==> src/rtl/rvvi_rx_cmd_decoder.sv <==
// Receive-side command decoder for the RVVI tracer: parses MAC RX frames into trigger / slow-down pulses.
// Optional frame statistics counters are built when RVVI_RX_STATS_EN is defined.
module rvvi_rx_cmd_decoder #(
  parameter logic [47:0] DST_MAC    = 48'h4502_1111_6843,
  parameter logic [47:0] SRC_MAC    = 48'h8f54_0000_1654,
  parameter logic [15:0] ETHER_TYPE = 16'h005c,
  parameter logic [47:0] TRIG_CMD   = 48'h7274_6e69_6769,
  parameter logic [47:0] SLOW_CMD   = 48'h6c73_656d_776f
) (
  input  logic        m_axi_aclk,
  input  logic        m_axi_aresetn,
  input  logic [31:0] RvviAxiRdata,
  input  logic [3:0]  RvviAxiRstrb,
  input  logic        RvviAxiRlast,
  input  logic        RvviAxiRvalid,
  output logic        IlaTrigger,
  output logic        HostRequestSlowDown,
  output logic [31:0] HostFiFoFillAmt,
  output logic [15:0] FramesOk,
  output logic [15:0] FramesDropped
);

  typedef enum logic [0:0] {ST_HDR = 1'b0, ST_DROP = 1'b1} state_t;

  state_t      state_r, state_nxt_s;
  logic [2:0]  cnt_r, cnt_nxt_s;
  logic [47:0] cmd_r, cmd_nxt_s, cmd_full_s;
  logic [31:0] arg_r, arg_nxt_s;
  logic [31:0] fill_r, fill_nxt_s;
  logic        trig_r, trig_nxt_s;
  logic        slow_r, slow_nxt_s;
  logic        bad_s, ok_inc_s, drop_inc_s;

  // Command as seen at this beat: at w4 the low half comes straight off the bus.
  assign cmd_full_s = (cnt_r == 3'd4) ? {cmd_r[47:32], RvviAxiRdata} : cmd_r;

  // Header compare for the current word position.
  always_comb begin
    bad_s = 1'b0;
    case (cnt_r)
      3'd0:    bad_s = (RvviAxiRdata != DST_MAC[31:0]);
      3'd1:    bad_s = (RvviAxiRdata != {SRC_MAC[15:0], DST_MAC[47:32]});
      3'd2:    bad_s = (RvviAxiRdata != SRC_MAC[47:16]);
      3'd3:    bad_s = (RvviAxiRdata[15:0] != ETHER_TYPE);
      3'd4:    bad_s = (cmd_full_s != TRIG_CMD) && (cmd_full_s != SLOW_CMD);
      default: bad_s = 1'b0;
    endcase
    if ((cnt_r <= 3'd5) && (RvviAxiRstrb != 4'hF)) begin
      bad_s = 1'b1;
    end else begin
      bad_s = bad_s;
    end
  end

  // Frame parser next-state and output decode.
  always_comb begin
    state_nxt_s = state_r;
    cnt_nxt_s   = cnt_r;
    cmd_nxt_s   = cmd_r;
    arg_nxt_s   = arg_r;
    fill_nxt_s  = fill_r;
    trig_nxt_s  = 1'b0;
    slow_nxt_s  = 1'b0;
    ok_inc_s    = 1'b0;
    drop_inc_s  = 1'b0;
    if (RvviAxiRvalid) begin
      case (state_r)
        ST_DROP: begin
          if (RvviAxiRlast) begin
            state_nxt_s = ST_HDR;
            cnt_nxt_s   = 3'd0;
            drop_inc_s  = 1'b1;
          end else begin
            state_nxt_s = ST_DROP;
          end
        end
        ST_HDR: begin
          if (bad_s) begin
            cnt_nxt_s = 3'd0;
            if (RvviAxiRlast) begin
              drop_inc_s = 1'b1;
            end else begin
              state_nxt_s = ST_DROP;
            end
          end else begin
            if (cnt_r == 3'd3) begin
              cmd_nxt_s[47:32] = RvviAxiRdata[31:16];
            end else if (cnt_r == 3'd4) begin
              cmd_nxt_s = cmd_full_s;
            end else if (cnt_r == 3'd5) begin
              arg_nxt_s = RvviAxiRdata;
            end else begin
              cmd_nxt_s = cmd_r;
            end
            if (RvviAxiRlast) begin
              cnt_nxt_s = 3'd0;
              if ((cnt_r >= 3'd4) && (cmd_full_s == TRIG_CMD)) begin
                trig_nxt_s = 1'b1;
                ok_inc_s   = 1'b1;
              end else if ((cnt_r >= 3'd5) && (cmd_full_s == SLOW_CMD)) begin
                slow_nxt_s = 1'b1;
                ok_inc_s   = 1'b1;
                fill_nxt_s = (cnt_r == 3'd5) ? RvviAxiRdata : arg_r;
              end else begin
                drop_inc_s = 1'b1;
              end
            end else begin
              cnt_nxt_s = (cnt_r == 3'd6) ? 3'd6 : cnt_r + 3'd1;
            end
          end
        end
        default: begin
          state_nxt_s = ST_HDR;
          cnt_nxt_s   = 3'd0;
        end
      endcase
    end else begin
      state_nxt_s = state_r;
    end
  end

  // Parser state and registered outputs.
  always_ff @(posedge m_axi_aclk or negedge m_axi_aresetn) begin
    if (!m_axi_aresetn) begin
      state_r <= ST_HDR;
      cnt_r   <= 3'd0;
      cmd_r   <= 48'h0;
      arg_r   <= 32'h0;
      fill_r  <= 32'h0;
      trig_r  <= 1'b0;
      slow_r  <= 1'b0;
    end else begin
      state_r <= state_nxt_s;
      cnt_r   <= cnt_nxt_s;
      cmd_r   <= cmd_nxt_s;
      arg_r   <= arg_nxt_s;
      fill_r  <= fill_nxt_s;
      trig_r  <= trig_nxt_s;
      slow_r  <= slow_nxt_s;
    end
  end

  assign IlaTrigger          = trig_r;
  assign HostRequestSlowDown = slow_r;
  assign HostFiFoFillAmt     = fill_r;

`ifdef RVVI_RX_STATS_EN
  logic [15:0] ok_cnt_r, drop_cnt_r;

  // Saturating frame statistics.
  always_ff @(posedge m_axi_aclk or negedge m_axi_aresetn) begin
    if (!m_axi_aresetn) begin
      ok_cnt_r   <= 16'h0;
      drop_cnt_r <= 16'h0;
    end else begin
      if (ok_inc_s && (ok_cnt_r != 16'hFFFF)) begin
        ok_cnt_r <= ok_cnt_r + 16'h1;
      end else begin
        ok_cnt_r <= ok_cnt_r;
      end
      if (drop_inc_s && (drop_cnt_r != 16'hFFFF)) begin
        drop_cnt_r <= drop_cnt_r + 16'h1;
      end else begin
        drop_cnt_r <= drop_cnt_r;
      end
    end
  end

  assign FramesOk      = ok_cnt_r;
  assign FramesDropped = drop_cnt_r;
`else
  logic stats_unused_s;
  assign stats_unused_s = ok_inc_s ^ drop_inc_s;
  assign FramesOk       = 16'h0;
  assign FramesDropped  = 16'h0;
`endif

endmodule

==> config.mk <==
export PLATFORM = sky130hd
export DESIGN_NAME = rvvi_rx_cmd_decoder
export DESIGN_NICKNAME = d
export VERILOG_FILES = /design/src/rtl/rvvi_rx_cmd_decoder.sv
export SDC_FILE = /design/constraint.sdc
export NUM_CORES = 1
export LEC_CHECK = 0
export ABC_AREA = 1
export CAP_MARGIN = 20
export CORE_MARGIN = 8
export CORE_UTILIZATION = 60
export CTS_BUF_LIST = sky130_fd_sc_hd__clkbuf_4
export DETAILED_ROUTE_END_ITERATION = 10
export PLACE_DENSITY = 0.95
export SKIP_LAST_GASP = 1
export SLEW_MARGIN = 20
export SYNTH_ARGS = -nofsm -noshare
export SYNTH_HDL_FRONTEND = slang
export SYNTH_SLANG_ARGS = --single-unit
export TNS_END_PERCENT = 100
==> constraint.sdc <==
create_clock -name m_axi_aclk -period 6.1 [get_ports m_axi_aclk]
set_clock_uncertainty 0.2 [all_clocks]
set_input_delay 0.915 -clock m_axi_aclk [delete_from_list [all_inputs] [get_ports m_axi_aclk]]
set_output_delay 0.915 -clock m_axi_aclk [all_outputs]
set_load 0.1 [all_outputs]
# After elaboration in Yosys (flattened, before gate mapping)
# Cells that the tools add are included.
classes:
  n_addsub: 1
  magnitude_cmp: 3
  eq_ne: 16
  n_mux: 25
  n_bitwise: 5
  n_reduce_logical: 11
op_table:
  columns: ["cell", "count"]
  rows:
  - ["$eq A48 B47 Y1 const B", 2]
  - ["$ne A48 B47 Y1 const B", 2]
  - ["$mux W32", 2]
  - ["$ne A32 B29 Y1 const B", 2]
  - ["$mux W48", 1]
  - ["$ne A32 B32 Y1 const B", 1]
  - ["$mux W16", 1]
  - ["$ne A16 B7 Y1 const B", 1]
  - ["$mux W1", 14]
  - ["$mux W3", 4]
  - ["$reduce_and A5 Y1", 2]
  - ["$eq A3 B3 Y1 const B", 3]
  - ["$eq A3 B2 Y1 const B", 2]
  - ["$ge A3 B3 Y1 const B", 2]
  - ["$pmux W3 S2", 1]
  - ["$reduce_and A6 Y1", 1]
  - ["$not A1 Y1", 5]
  - ["$pmux W1 S5", 1]
  - ["$logic_and A1 B1 Y1", 4]
  - ["$ne A4 B4 Y1 const B", 1]
  - ["$reduce_and A4 Y1", 1]
  - ["$add A3 B1 Y3 const B", 1]
  - ["$eq A3 B1 Y1 const B", 1]
  - ["$le A3 B3 Y1 const B", 1]
  - ["other kinds (5)", 5]
totals:
  ff_bits: 118
  inputBits: 40
  output_inout_bits: 66
  word_cells: 69

# Logic depth before layout (Yosys ltp)
depth:
  word_depth: 10
  ltp_mapped: 18
  depth_no_buf: 16

# Worst setup path after synthesis
# OpenSTA, ideal clock, no wires.
synth_timing:
  path_type: "input-to-reg"
  from: "input RvviAxiRdata[12]"
  to: "register cmd_r[43]"
  setup_time_ns: 0.119
  arrival_ns: 2.208
  required_time_ns: 5.781
  path_slack_ns: 3.573
  path_stages: 13
  n_path_buf: 1
  cell_sequence: "inv_1 nand2_1 nor2_1 nand2_1 nor2_1 nand2_1 nor2_1 nand3_1 a21oi_1 nand4_1 buf_2 nand2_1 nand2_1"
synth_between:
  elab_chain_len: 7
  elab_cells_between_ends: 12
  cone_classes: "eq/ne: 6; mux: 3; bitwise: 1; reduce/logical: 2"
synth_rtl:
  columns: ["element", "line", "rtl"]
  rows:
  - ["start: declaration", "12", "input logic [31:0] RvviAxiRdata,"]
  - ["$mux W32", "35", "assign cmd_full_s = (cnt_r == 3'd4) ? {cmd_r[47:32], RvviAxiRdata} : cmd_r;"]
  - ["$ne A48 B47 Y1", "45", "3'd4: bad_s = (cmd_full_s != TRIG_CMD) && (cmd_full_s != SLOW_CMD);"]
  - ["$logic_and A1 B1 Y1", "45", null]
  - ["$pmux W1 S5 *", "40", "case (cnt_r)"]
  - ["$mux W1 *", "48", "if ((cnt_r <= 3'd5) && (RvviAxiRstrb != 4'hF)) begin"]
  - ["$not A1 Y1 (no source line) *", null, null]
  - ["$reduce_and A4 Y1 (no source line) *", null, null]
  - ["end signal: assignment", "135", "cmd_r <= cmd_nxt_s;"]
  - ["end: declaration", "27", "logic [47:0] cmd_r, cmd_nxt_s, cmd_full_s;"]
# Mark *: on every way between the ends. The rest lies on a longest branch, timed or not.
# A chain may end at the register's enable or synchronous reset.

# Worst setup path after layout
layout_timing:
  from: "register cnt_r[1]"
  to: "register cmd_r[32]"
layout_between:
  elab_chain_len: 8
  elab_cells_between_ends: 17
  cone_classes: "order compare: 1; eq/ne: 6; mux: 4; bitwise: 1; reduce/logical: 5"
layout_rtl:
  columns: ["element", "line", "rtl"]
  rows:
  - ["start: declaration", "26", "logic [2:0] cnt_r, cnt_nxt_s;"]
  - ["start signal: assignment", "134", "cnt_r <= cnt_nxt_s;"]
  - ["$eq A3 B3 Y1", "35, 40, 88", null]
  - ["$mux W32", "35", null]
  - ["$ne A48 B47 Y1", "45", null]
  - ["$logic_and A1 B1 Y1", "45", null]
  - ["$pmux W1 S5", "40", null]
  - ["$mux W1", "48", null]
  - ["$not A1 Y1 (no source line)", null, null]
  - ["$reduce_and A4 Y1 (no source line)", null, null]
# Several ways; a longest one is shown, not always the timed one.

==> metrics.md <==
| Metric | Value |
|---|---|
| Status | finished, final reports clean |
| Highest routed metal layer | met4 |
| Combinational power share | 11.1% |
| H-Tree Depth | 4 |
| Final Cell Area | 0.00718 mm2 |
| Switching part of the total | 30.7% |
| Clock Power Share | 37.5% |
| Register area share after synthesis | 47.2% |
| Die X-Extent | 118 um |
| RSZ-0062 raised after global routing | false |
| Power Density | 212 mW/mm2 |
| Adder-cell area share of the yosys netlist | 1.00% |
| Antenna violations before repair | 0 |
| Crit. End Element | register |
| Final ANT Viol Nets | 0 |
| Worst path cell trace | inv_1 > ha_1 > nand2_4 > inv_1 > nor2_2 > buf_4 > nor2_1 > nand4_1 > nand2_1 > nand2_1 |
| Placed Cells | 1,012 |
| Final slew viol count | 0 |
| First DRT Iteration DRCs | 623 |
| GR Util All Layers | 23.0% |
| Clk buf depth | 2 |
| Asr flop ratio synth | 100% |
| Pint | 1.06 mW |
| Simple-gate share of the synthesized area | 33.9% |
| Met2 Routed Length | 7040 um |
| Slew @ Worst Pin | 1.05 ns |
| CTS Buf Count | 17 |
| Synth top area cells | dfrtp_1, nand2_1, nand4_1, inv_1, buf_4 |
| Dpl cell area | 0.00689 mm2 |
| 1st-pass router iterations | 6 |
| XOR/XNOR Fraction of Synth Area | 0% |
| Top_reg_cell synth | dfrtp_1 |
| Global-route wire length before repair | 26,500 um |
| Wl on met1 | 6470 um |
| Mapped Cells | 837 |
| Average cell area after synthesis | 7.48 um2 |
| Fin worst setup slack | 2.28 ns |
| CP required | 6.33 ns |
| Reg power frac | 51.4% |
| Setup TNS | 0 ns |
| Final Non-Filler Cells | 1,044 |
| Fraction of layout cells with a size suffix above 1 | 6.61% |
| Data arrival time of the worst path | 4.04 ns |
| Met3 routed WL | 1590 um |
| Yosys warnings | 0 |
| Antenna diodes | 0 |
| Fin util | 70.1% |
| Multiplexer share of the synthesized area | 1.62% |
| IO Count | 106 |
| Max_cap viols | 0 |
| Port Buf Inserts | 73 |
| Row count | 37 |
| Drt drc | 0 |
| Max Clk Rate | 262 MHz |
| Post-Place Setup Slack | 2.17 ns |
| Yosys top cell by area | dfrtp_1 |
| Crit-path slowest cell | nor2_1 |
| CTS Sinks | 118 |
| Gpl congestion | 0.998 |
| Relative slew slack | 29.6% |
| Fraction of the mapped netlist area in compound gates | 3.76% |
| Pleak | 3.96 nW |
| Synthesized area | 0.00626 mm2 |
| Worst-case vdd ir drop | 0.122 mV |
| CTS tree | built |
| Largest family of logic cells by synthesized area | simple AND/OR/NAND/NOR gates |
| Wire per inst | 14.9 um |
| EDFF count, synth | 0 |
| Initial Util | 61.2% |
| Sw power | 0.468 mW |
| Post-CTS Hold Buffers | 0 |
| Hold Path Class | primary input to asynchronous set/reset pin |
| Detailed-route vias per instance | 5.45 |
| Max Fanout on Critical Path | 34 |
| Clk root buf | clkbuf_4 |
| Die height | 118 um |
| PostCTS Resize Cnt | 0 |
| Final Hold Viols | 0 |
| Worst setup path class | register to register |
| Remaining Overflow, GRT | 0 |
| Flops & latches, synth | 118 |
| Routed via count | 5,685 |
| Post-layout min period | 3.82 ns |
| Fin crit share | 62.6% |
| Total power draw | 1.52 mW |
| Number of global-route vias before repair | 5,392 |
| Area delta synth->final | 14.7% |
| Unique cell type count in the Yosys netlist | 25 |
| Die area | 0.0140 mm2 |
| Worst-path clk slew | 0.12 ns |
| CP peak stage delay | 0.83 ns |
| Critical Path Source Type | register |
| Clk Latency, worst-skew pair | 0.53 ns |
| Final setup viols | 0 |
| Largest net degree at the start of global routing | 90 |
| Min Hold Slack | 0.270 ns |
| Area share of the largest cell type after synthesis | 47.2% |
| Post-Route WL | 15,600 um |
| Post CTS Setup Buffer Count | 0 |
| Nets | 940 |
| Placeable Area | 0.0102 mm2 |
| DPL Wire Length | 10,600 um |
[power by group through the flow]
stage,logic (mW),clock network (mW),registers (mW)
global placement,0.166,0,0.798
finish,0.169,0.572,0.783
global route,0.178,0.607,0.783
floorplan,0.124,0,0.798
CTS,0.167,0.575,0.783
detailed placement,0.166,0,0.798
[cell families (layout without fill, tap and decap cells)]
logic type	after synthesis	count (layout)
flops	118	118
simple gates	496	496
fa+ha+maj	5	5
compound gates	47	47
other cells	1	32
mux	9	9
buf+inv	161	201
[cells in the mapped netlist, types with 5 or more instances]
library cell / number
clkbuf_1: 15
buf_2: 22
dfrtp_1: 118
inv_1: 85
ha_1: 5
mux2_2: 9
o21ai_0: 40
buf_4: 32
nor3_1: 7
nand4_1: 64
nand2_1: 322
nand3_1: 45
nor2_1: 50
[layer usage]
layer | up-vias | GRT usage [%]
met4 | 0 | 9.93
met1 | 2578 | 30.5
li1 | 2706 | -
met2 | 342 | 34.7
met3 | 59 | 6.24
met5 | - | 0
[layout make-up]
cell class	instances	area [um2]
fill	823	3060
sequential	118	2950
multi-input combinational	589	2650
timing repair buffer	81	788
inverter	88	330
tap	136	170
clock inverter	15	155
clock buffer	17	128
[critical path, delay by kind of cell (launching register included)]
family | cells | cell delay, ns
adders and majority gates | 1 | 0.21
DFF | 1 | 0.44
buffers and inverters | 3 | 0.80
and+or+nand+nor | 6 | 2.04
[final timing paths]
| path | cells past startpoint | slack (ns) | end | startpoint |
|---|---|---|---|---|
| min reg2reg | 2 | 0.27 | cmd_r[10]$_DFFE_PN0P_ | cmd_r[10]$_DFFE_PN0P_ |
| max | 10 | 2.28 | cmd_r[32]$_DFFE_PN0P_ | cnt_r[1]$_DFFE_PN0P_ |
| max reg2reg | 10 | 2.28 | cmd_r[32]$_DFFE_PN0P_ | cnt_r[1]$_DFFE_PN0P_ |
| min in group m_axi_aclk | 2 | 0.27 | cmd_r[10]$_DFFE_PN0P_ | cmd_r[10]$_DFFE_PN0P_ |
| max in group asynchronous | 2 | 4.30 | cmd_r[29]$_DFFE_PN0P_ | m_axi_aresetn |
| min | 1 | 0.27 | HostRequestSlowDown$_DFF_PN0_ | m_axi_aresetn |
[state kept, by name, indices dropped and copies added (netlist names)]
name / cells
cnt_r: 3
IlaTrigger: 1
HostFiFoFillAmt: 32
HostRequestSlowDown: 1
cmd_r: 48
state_r: 1
arg_r: 32
[placed cells by master, fill, tap and decap left out, types with 2 or more instances in the layout]
master and count:
inv_1 85, nand2_2 2, bufinv_16 2, nand3_1 45
dfrtp_1 118, nor3_1 7, nor2_2 2, clkinvlp_4 3
inv_6 2, nand3b_1 2, ha_1 5, clkinv_4 4
inv_2 2, nand2_1 322, buf_4 9, o21ai_0 40
a21oi_1 3, nor2_1 47, clkinv_2 4, clkdlybuf4s50_1 72
clkbuf_4 17, conb_1 32, o21ai_1 4, nand4_1 64
nor2_4 2, mux2_2 9
Power figures use the tool's default switching activity.
